$ cat src/rtl/gray_wptr_ctrl.sv
// Write-side pointer controller for a dual-clock FIFO: Gray write pointer,
// read-pointer synchronizer, full/level generation and storage write port.
module gray_wptr_ctrl #(
  parameter int AddrWidth  = 4,
  parameter int SyncStages = 2
) (
  input  logic                 clk_i,
  input  logic                 rst_ni,
  input  logic                 push_i,
  output logic                 full_o,
  output logic                 we_o,
  output logic [AddrWidth-1:0] waddr_o,
  output logic [AddrWidth:0]   wptr_gray_o,
  input  logic [AddrWidth:0]   rptr_gray_async_i,
  output logic [AddrWidth:0]   level_o,
  output logic                 drop_o
);

  localparam int PW = AddrWidth + 1;
  // Full when the two MSBs of the synchronized read pointer are inverted.
  localparam logic [PW-1:0] FullMask = PW'(3) << (AddrWidth - 1);

  function automatic logic [PW-1:0] gray2bin(input logic [PW-1:0] g);
    logic [PW-1:0] b;
    b[PW-1] = g[PW-1];
    for (int i = PW - 2; i >= 0; i--) b[i] = b[i+1] ^ g[i];
    return b;
  endfunction

  function automatic logic [PW-1:0] bin2gray(input logic [PW-1:0] b);
    return b ^ (b >> 1);
  endfunction

  function automatic logic [PW-1:0] gray_inc(input logic [PW-1:0] g, input logic ci);
    return bin2gray(gray2bin(g) + PW'(ci));
  endfunction

  logic [PW-1:0] wptr_q, wptr_d;
  logic [PW-1:0] sync_q [SyncStages];
  logic [PW-1:0] sync_d [SyncStages];
  logic          drop_q, drop_d;

  logic [PW-1:0] rptr_sync;
  logic [PW-1:0] wbin;
  logic [PW-1:0] rbin_sync;
  logic          full;
  logic          we;

  always_comb begin
    sync_d[0] = rptr_gray_async_i;
    for (int i = 1; i < SyncStages; i++) sync_d[i] = sync_q[i-1];
  end

  always_comb begin
    rptr_sync = sync_q[SyncStages-1];
    wbin      = gray2bin(wptr_q);
    rbin_sync = gray2bin(rptr_sync);
    full      = (wptr_q == (rptr_sync ^ FullMask));
    we        = push_i & ~full;
    wptr_d    = gray_inc(wptr_q, we);
    drop_d    = push_i & full;
  end

  always_ff @(posedge clk_i or negedge rst_ni) begin
    if (!rst_ni) begin
      wptr_q <= '0;
      drop_q <= 1'b0;
      for (int i = 0; i < SyncStages; i++) sync_q[i] <= '0;
    end else begin
      wptr_q <= wptr_d;
      drop_q <= drop_d;
      for (int i = 0; i < SyncStages; i++) sync_q[i] <= sync_d[i];
    end
  end

  assign full_o      = full;
  assign we_o        = we;
  assign waddr_o     = wbin[AddrWidth-1:0];
  assign wptr_gray_o = wptr_q;
  assign level_o     = wbin - rbin_sync;
  assign drop_o      = drop_q;

endmodule

$ cat config.mk
export PLATFORM = sky130hd
export DESIGN_NAME = gray_wptr_ctrl
export DESIGN_NICKNAME = d
export VERILOG_FILES = /design/src/rtl/gray_wptr_ctrl.sv
export SDC_FILE = /design/constraint.sdc
export NUM_CORES = 1
export LEC_CHECK = 0
export ABC_AREA = 1
export BUFFER_PORTS_ARGS = -buffer_cell sky130_fd_sc_hd__buf_2
export CORE_MARGIN = 2
export CORE_UTILIZATION = 54
export DETAILED_ROUTE_END_ITERATION = 10
export PLACE_DENSITY = 0.82
export SLEW_MARGIN = 20
export SYNTH_ARGS = -nofsm -noshare
export SYNTH_HDL_FRONTEND = slang
export SYNTH_SLANG_ARGS = --single-unit
$ cat constraint.sdc
create_clock -name clk_i -period 6.5 [get_ports clk_i]
set_clock_uncertainty 0.1 [all_clocks]
set_input_delay 0.65 -clock clk_i [delete_from_list [all_inputs] [get_ports clk_i]]
set_output_delay 0.65 -clock clk_i [all_outputs]
set_load 0.01 [all_outputs]
==> summary.txt, run 1 <==
Global routing
  • First-pass GRT wire length: 2750 µm
  • Largest net degree at the start of global routing: 17
  • Vias in the first global route: 679
  • GR Util All Layers: 0.193
  • Initial antenna violation count: 0
  • Total grt overflow: 0

Hold path
  • Min-Delay Path Class: primary input to asynchronous set/reset pin

CTS
  • Worst-skew pair later-pin latency: 0.27 ns
  • Root Driver: clkbuf_4
  • Bufs on Longest Clock Path: 2
  • CTS tree: yes
  • Num CTS Buffers: 3
  • Cts hold-fix bufs: 0
  • Post-CTS Setup Bufs: 0
  • Clk sink count: 16
  • H-tree Lvls: 1
  • Post-CTS sizing: 0
  • Clock-pin slew on the worst setup and hold paths: 0.09 ns

STA
  • Period utilisation layout: 0.606
  • Final TNS setup: 0 ns
  • Worst slew margin: 0.767
  • RSZ-0062 raised after global routing: false
  • Least-Margin Pin Slew: 0.350 ns
  • Fmax: 254 MHz
  • Final Max Slew Viols: 0
  • Min Tclk post-route: 3.94 ns
  • WHS: 0.168 ns
  • Final Hold Fails: 0
  • Final Setup Violations: 0

Synth
  • Synth area leader: dfrtp_1
  • Yosys warning total: 0
  • Yosys top cell area share: 0.439
  • Seq/Total Area, Yosys: 0.439
  • Seq cells post-synth: 16
  • Post-synthesis instance total: 107
  • Distinct cells, synth: 15
  • Syn Nets: 122
  • Syn avg cell area: 8.52 µm²
  • Dominant cells by area after synthesis: dfrtp_1 44%, nand2_1 13%, ha_1 8.2%, inv_1 8.2%, xor2_1 4.8%
  • Post-Syn Area: 912 µm²

Die
  • Die height: 45.1 µm
  • Io pins: 25
  • Die Area: 2030 µm²
  • Die W: 45.1 µm
  • Initial Util: 0.592
  • Row Count: 14
  • Core Region: 1540 µm²

Outcome
  • Outcome: finished, final reports clean

Worst setup path
  • Critical Path Start Type: register
  • CP endpoint kind: output pin
  • Worst Reg-to-Reg Cells: 12
  • Worst Setup EP: level_o[4]
  • R2R Setup Slk: 3.93 ns
  • Critical Path AT: 3.19 ns
  • Crit path from: wptr_gray_o[4]$_DFF_PN0_
  • RR Endpoint: wptr_gray_o[2]$_DFF_PN0_
  • Data required time of the critical path: 5.75 ns
  • Crit-path max FO: 6
  • Setup CP Type: register to output pin
  • Crit Reg-Reg Startpoint: wptr_gray_o[4]$_DFF_PN0_

Layout
  • Fillcell total: 138
  • Syn-to-layout area delta: 17.8%
  • Register area: 400 µm²
  • Multi-input logic area: 437 µm²
  • Antenna Cells: 0
  • Post-layout net count: 151
  • Layout cells sized above 1: 0.239

Detailed routing
  • Iteration count of the initial detailed-routing pass: 4
  • DRC marker count from the first detailed-route iteration: 9
  • Vias per cell: 4.79
  • Routed WL: 1620 µm
  • Vias: 718
  • # DRC: 0
  • Routed Antenna Nets: 0
  • Drt wl/cell: 10.8 µm

Placed design
  • Routability cong.: 0.905
  • Post-DP HPWL: 1400 µm
  • PortBufs: 24

Flow run
  • Max-cap violation count: 0
==> placed cells by master (no fill, tap or decap) <==
cell and instances:
o21ai_0 2, dfrtp_1 16, nand4_1 5, nor2_1 6, xor2_2 2, nor2_2 2
ha_1 6, xnor2_2 1, nand2_1 32, fa_1 1, inv_1 20, nand3_1 5
buf_2 24, xnor2_1 2, xor2_1 5, clkbuf_4 3, a21oi_1 2
==> kinds of logic (layout without fill, tap and decap cells) <==
family,after synthesis,count (layout),synth area share
flops,16,16,0.439
xor+xnor,10,10,0.121
simple gates,50,50,0.232
buf+inv,20,47,0.0823
fa+ha+maj,7,7,0.104
compound gates,4,4,0.0219
==> final cells by class <==
type / count / area share
Clock buffer: 3 / 0.0210
Inverter: 20 / 0.0698
Multi-Input combinational cell: 71 / 0.406
Sequential cell: 16 / 0.373
Tap cell: 16 / 0.0186
Timing Repair Buffer: 24 / 0.112
==> per-stage QoR <==
stage	utilization	setup WS (ns)	std cells	instance area [µm²]
2_1_floorplan	-	2.99	107	912
3_3_place_gp	0.683	3.05	147	1050
3_5_place_dp	0.683	2.87	147	1050
4_1_cts	0.697	2.56	150	1070
5_1_grt	0.697	2.27	150	1070
6_report	0.697	2.56	150	1070
==> per-layer routing <==
metal,part of all wire,GRT usage,vias to the layer above
met4,0.014,0.0706,0
li1,-,-,381
met2,0.48,0.314,17
met1,0.47,0.257,318
met3,0.036,0.0360,2
met5,0,0,-
==> synth_stat cells (all sizes together) <==
cell type  number
dfrtp          16
inv            20
nand4           5
nand3           5
o21ai           2
ha              6
a21oi           2
nor2            8
xnor2           3
xor2            7
fa              1
nand2          32
==> worst max-delay path, cell delays in order, from the launching register on <==
cell and delay, ns:
dfrtp_1 0.45, xnor2_1 0.26, inv_1 0.16, ha_1 0.32, inv_1 0.09, ha_1 0.35
xor2_1 0.21, ha_1 0.17, inv_1 0.06, fa_1 0.40, nand3_1 0.11, nand2_1 0.07
xnor2_1 0.13, buf_2 0.14
==> how the worst min path moves through the flow <==
stage | slack, ns | startpoint | cells past startpoint | to
2_1_floorplan | 0.23 | sync_d[0]$_DFF_PN0_ | 0 | rptr_sync[0]$_DFF_PN0_
3_3_place_gp | 0.23 | sync_d[1]$_DFF_PN0_ | 0 | rptr_sync[1]$_DFF_PN0_
3_5_place_dp | 0.24 | sync_d[2]$_DFF_PN0_ | 0 | rptr_sync[2]$_DFF_PN0_
4_1_cts | 0.17 | rst_ni | 1 | rptr_sync[1]$_DFF_PN0_
5_1_grt | 0.18 | rst_ni | 1 | rptr_sync[1]$_DFF_PN0_
6_report | 0.17 | rst_ni | 1 | rptr_sync[1]$_DFF_PN0_
Power of run 1 is left out: the tool's default activity adds up to more than one toggle a clock period on the data nets, which glitch-free logic cannot reach.
==> inputs of run 2 (changes only) <==
--- a/config.mk
+++ b/config.mk
@@ -8,9 +8,9 @@
 export ABC_AREA = 1
 export BUFFER_PORTS_ARGS = -buffer_cell sky130_fd_sc_hd__buf_2
 export CORE_MARGIN = 2
-export CORE_UTILIZATION = 54
+export CORE_UTILIZATION = 45
 export DETAILED_ROUTE_END_ITERATION = 10
-export PLACE_DENSITY = 0.82
+export PLACE_DENSITY = 0.73
 export SLEW_MARGIN = 20
 export SYNTH_ARGS = -nofsm -noshare
 export SYNTH_HDL_FRONTEND = slang
==> constraint.sdc (replaced) <==
create_clock -name clk_i -period 3.4 [get_ports clk_i]
set_clock_uncertainty 0.1 [all_clocks]
set_input_delay 0.34 -clock clk_i [delete_from_list [all_inputs] [get_ports clk_i]]
set_output_delay 0.34 -clock clk_i [all_outputs]
set_load 0.01 [all_outputs]
==> summary.txt, run 2 (same netlist as run 1, synthesis figures left out) <==
CTS
  • H-tree Lvls: 1 (unchanged)
  • Clock-pin slew on the worst setup and hold paths: 0.10 ns (about the same)
  • Root Driver: clkbuf_4
  • Worst-skew pair later-pin latency: 0.28 ns (about the same)
  • Num CTS Buffers: 3 (unchanged)
  • CTS tree: yes
  • Clk sink count: 16 (unchanged)
  • Bufs on Longest Clock Path: 2 (unchanged)

STA
  • Final Setup Violations: 0 (unchanged)
  • Worst slew margin: 0.771 (+0.00429)
  • Final Hold Fails: 0 (unchanged)
  • Final Max Slew Viols: 0 (unchanged)
  • Least-Margin Pin Slew: 0.344 ns (-0.00643 ns)
  • Fmax: 306 MHz
  • Min Tclk post-route: 3.27 ns
  • Period utilisation layout: 0.961

Die
  • Core Region: 1940 µm² (+26%)
  • Die W: 49.0 µm (+8.7%)
  • Io pins: 25 (unchanged)
  • Die Area: 2400 µm² (+18%)
  • Row Count: 16 (+2)
  • Die height: 49.0 µm (+8.7%)
  • Initial Util: 0.470 (-0.122)

Detailed routing
  • Iteration count of the initial detailed-routing pass: 4 (unchanged)
  • Routed WL: 1870 µm (+16%)
  • DRC marker count from the first detailed-route iteration: 30 (+21)
  • # DRC: 0 (unchanged)
  • Vias per cell: 4.72 (-1.3%)
  • Drt wl/cell: 11.2 µm (+3.9%)
  • Routed Antenna Nets: 0 (unchanged)
  • Vias: 789 (+9.9%)

Placed design
  • Placed Cells incl. Taps: 158 (+7.5%)
  • Routability cong.: 0.945 (+4.4%)
  • Post-DP HPWL: 1410 µm (+1.2%)
  • PortBufs: 24 (unchanged)

Worst setup path
  • Critical Path Start Type: register
  • Cells along the critical path: xnor2_2, inv_2, ha_4, inv_2, ha_4, xor2_2, ha_1, inv_1, fa_2, nand3_1, nand2_1, xnor2_1, buf_2
  • Critical Path AT: 2.83 ns (-0.36 ns)
  • Setup CP Type: register to output pin
  • CP delay by family, top: adder cells
  • Crit-path max FO: 5 (-1)
  • CP endpoint kind: output pin
  • Slowest CP cell: dfrtp_1
  • CP peak stage delay: 0.43 ns (-0.02 ns)
  • CP bufs+invs: 4 (unchanged)
  • Data required time of the critical path: 2.96 ns (-2.79 ns)

Global routing
  • Grt met2 use: 0.304 (-0.0106)
  • Initial antenna violation count: 0 (unchanged)
  • GR Util All Layers: 0.162 (-0.0304)
  • Met1 usage: 0.197 (-0.0605)
  • First-pass GRT wire length: 3060 µm (+11%)
  • Total grt overflow: 0 (unchanged)
  • Vias in the first global route: 743 (+9.4%)
  • Largest net degree at the start of global routing: 17 (unchanged)
  • M3 GR Usage: 0.0184 (-0.0176)
  • Busiest grt layer: met2

Layout
  • Finished Layout Cells: 167 (+11%)
  • Layout cells sized above 1: 0.321 (+0.0826)
  • Commonest non-fill, non-tap cell in the layout: nand2_1
  • Post-layout net count: 156 (+3.3%)
  • Syn-to-layout area delta: 30.0%
  • Antenna Cells: 0 (unchanged)
  • Most frequent cells in the layout: 32 x nand2_1, 24 x buf_2, 18 x inv_1, 15 x dfrtp_1, 6 x nor2_1

Hold path
  • Min-Delay Path Class: primary input to register

Flow run
  • Max-cap violation count: 0 (unchanged)

Outcome
  • Outcome: finished, final reports clean
-- run 2: cell types whose count changed in the layout (fill, tap and decap cells not counted), sizes merged --
| cell | change |
|---|---|
| buf | +4 |
| clkbuf | +1 |
| dlygate4sd3 | +1 |
-- run 2: layer usage --
metal | share of wire | vias to the layer above | wire, µm
met3 | 0.058 | 2 | 108
met1 | 0.42 | 360 | 795
met4 | 0.0075 | 0 | 14
li1 | - | 391 | -
met5 | 0 | - | 0
met2 | 0.51 | 36 | 954
-- run 2: worst register-to-register path: cells and delay by family (launching register included) --
family                   cells  cell delay (ns)
flip-flops                   1             0.43
AND/OR/NAND/NOR              6             0.76
XOR/XNOR                     1             0.21
buffers and inverters        2             0.16
adder cells (fa/ha/maj)      2             0.52
-- run 2: per-stage QoR --
stage,setup WS (ns),area (µm²),TNS [ns],hold WS (ns),utilization
after global routing,-0.0277,1190,-0.0277,0.0362,0.611
after detailed placement,0.120,1070,0,0.163,0.549
final,0.134,1190,0,0.0519,0.611
after floorplan,0.202,912,0,-0.0556,-
after CTS,0.00113,1160,0,0.0486,0.595
after global placement,0.251,1070,0,0.163,0.549
-- run 2: cell type report --
class                      instances  area [µm²]
clock buffer                       4        36.3
fill                             179         756
inverter                          20        75.1
multi-input combinational         71         479
sequential                        16         402
tap                               27        33.8
timing repair buffer              29         160
-- run 2: what timing repair did --
item                                    in CTS  in global routing
hold endpoints to repair                    16                  0
pin swaps                                    2                  1
gates resized for setup                      4                  4
endpoints found under the setup margin       2                  2
setup buffers                                3                  1
hold buffers                                 1                  0
-- run 2: worst paths after layout --
path / startpoint / end / slack, ns / cells after the start
max in group asynchronous: rst_ni / wptr_gray_o[4]$_DFF_PN0_ / 2.56 / 2
min reg2reg: sync_d[0]$_DFF_PN0_ / rptr_sync[0]$_DFF_PN0_ / 0.25 / 0
max reg2reg: wptr_gray_o[3]$_DFF_PN0_ / wptr_gray_o[3]$_DFF_PN0_ / 1.13 / 11
min: rptr_gray_async_i[4] / sync_d[4]$_DFF_PN0_ / 0.05 / 1
min in group asynchronous: rst_ni / drop_o$_DFF_PN0_ / 0.37 / 2
max: wptr_gray_o[3]$_DFF_PN0_ / level_o[4] / 0.13 / 13
Power of run 2 is left out for the same reason.
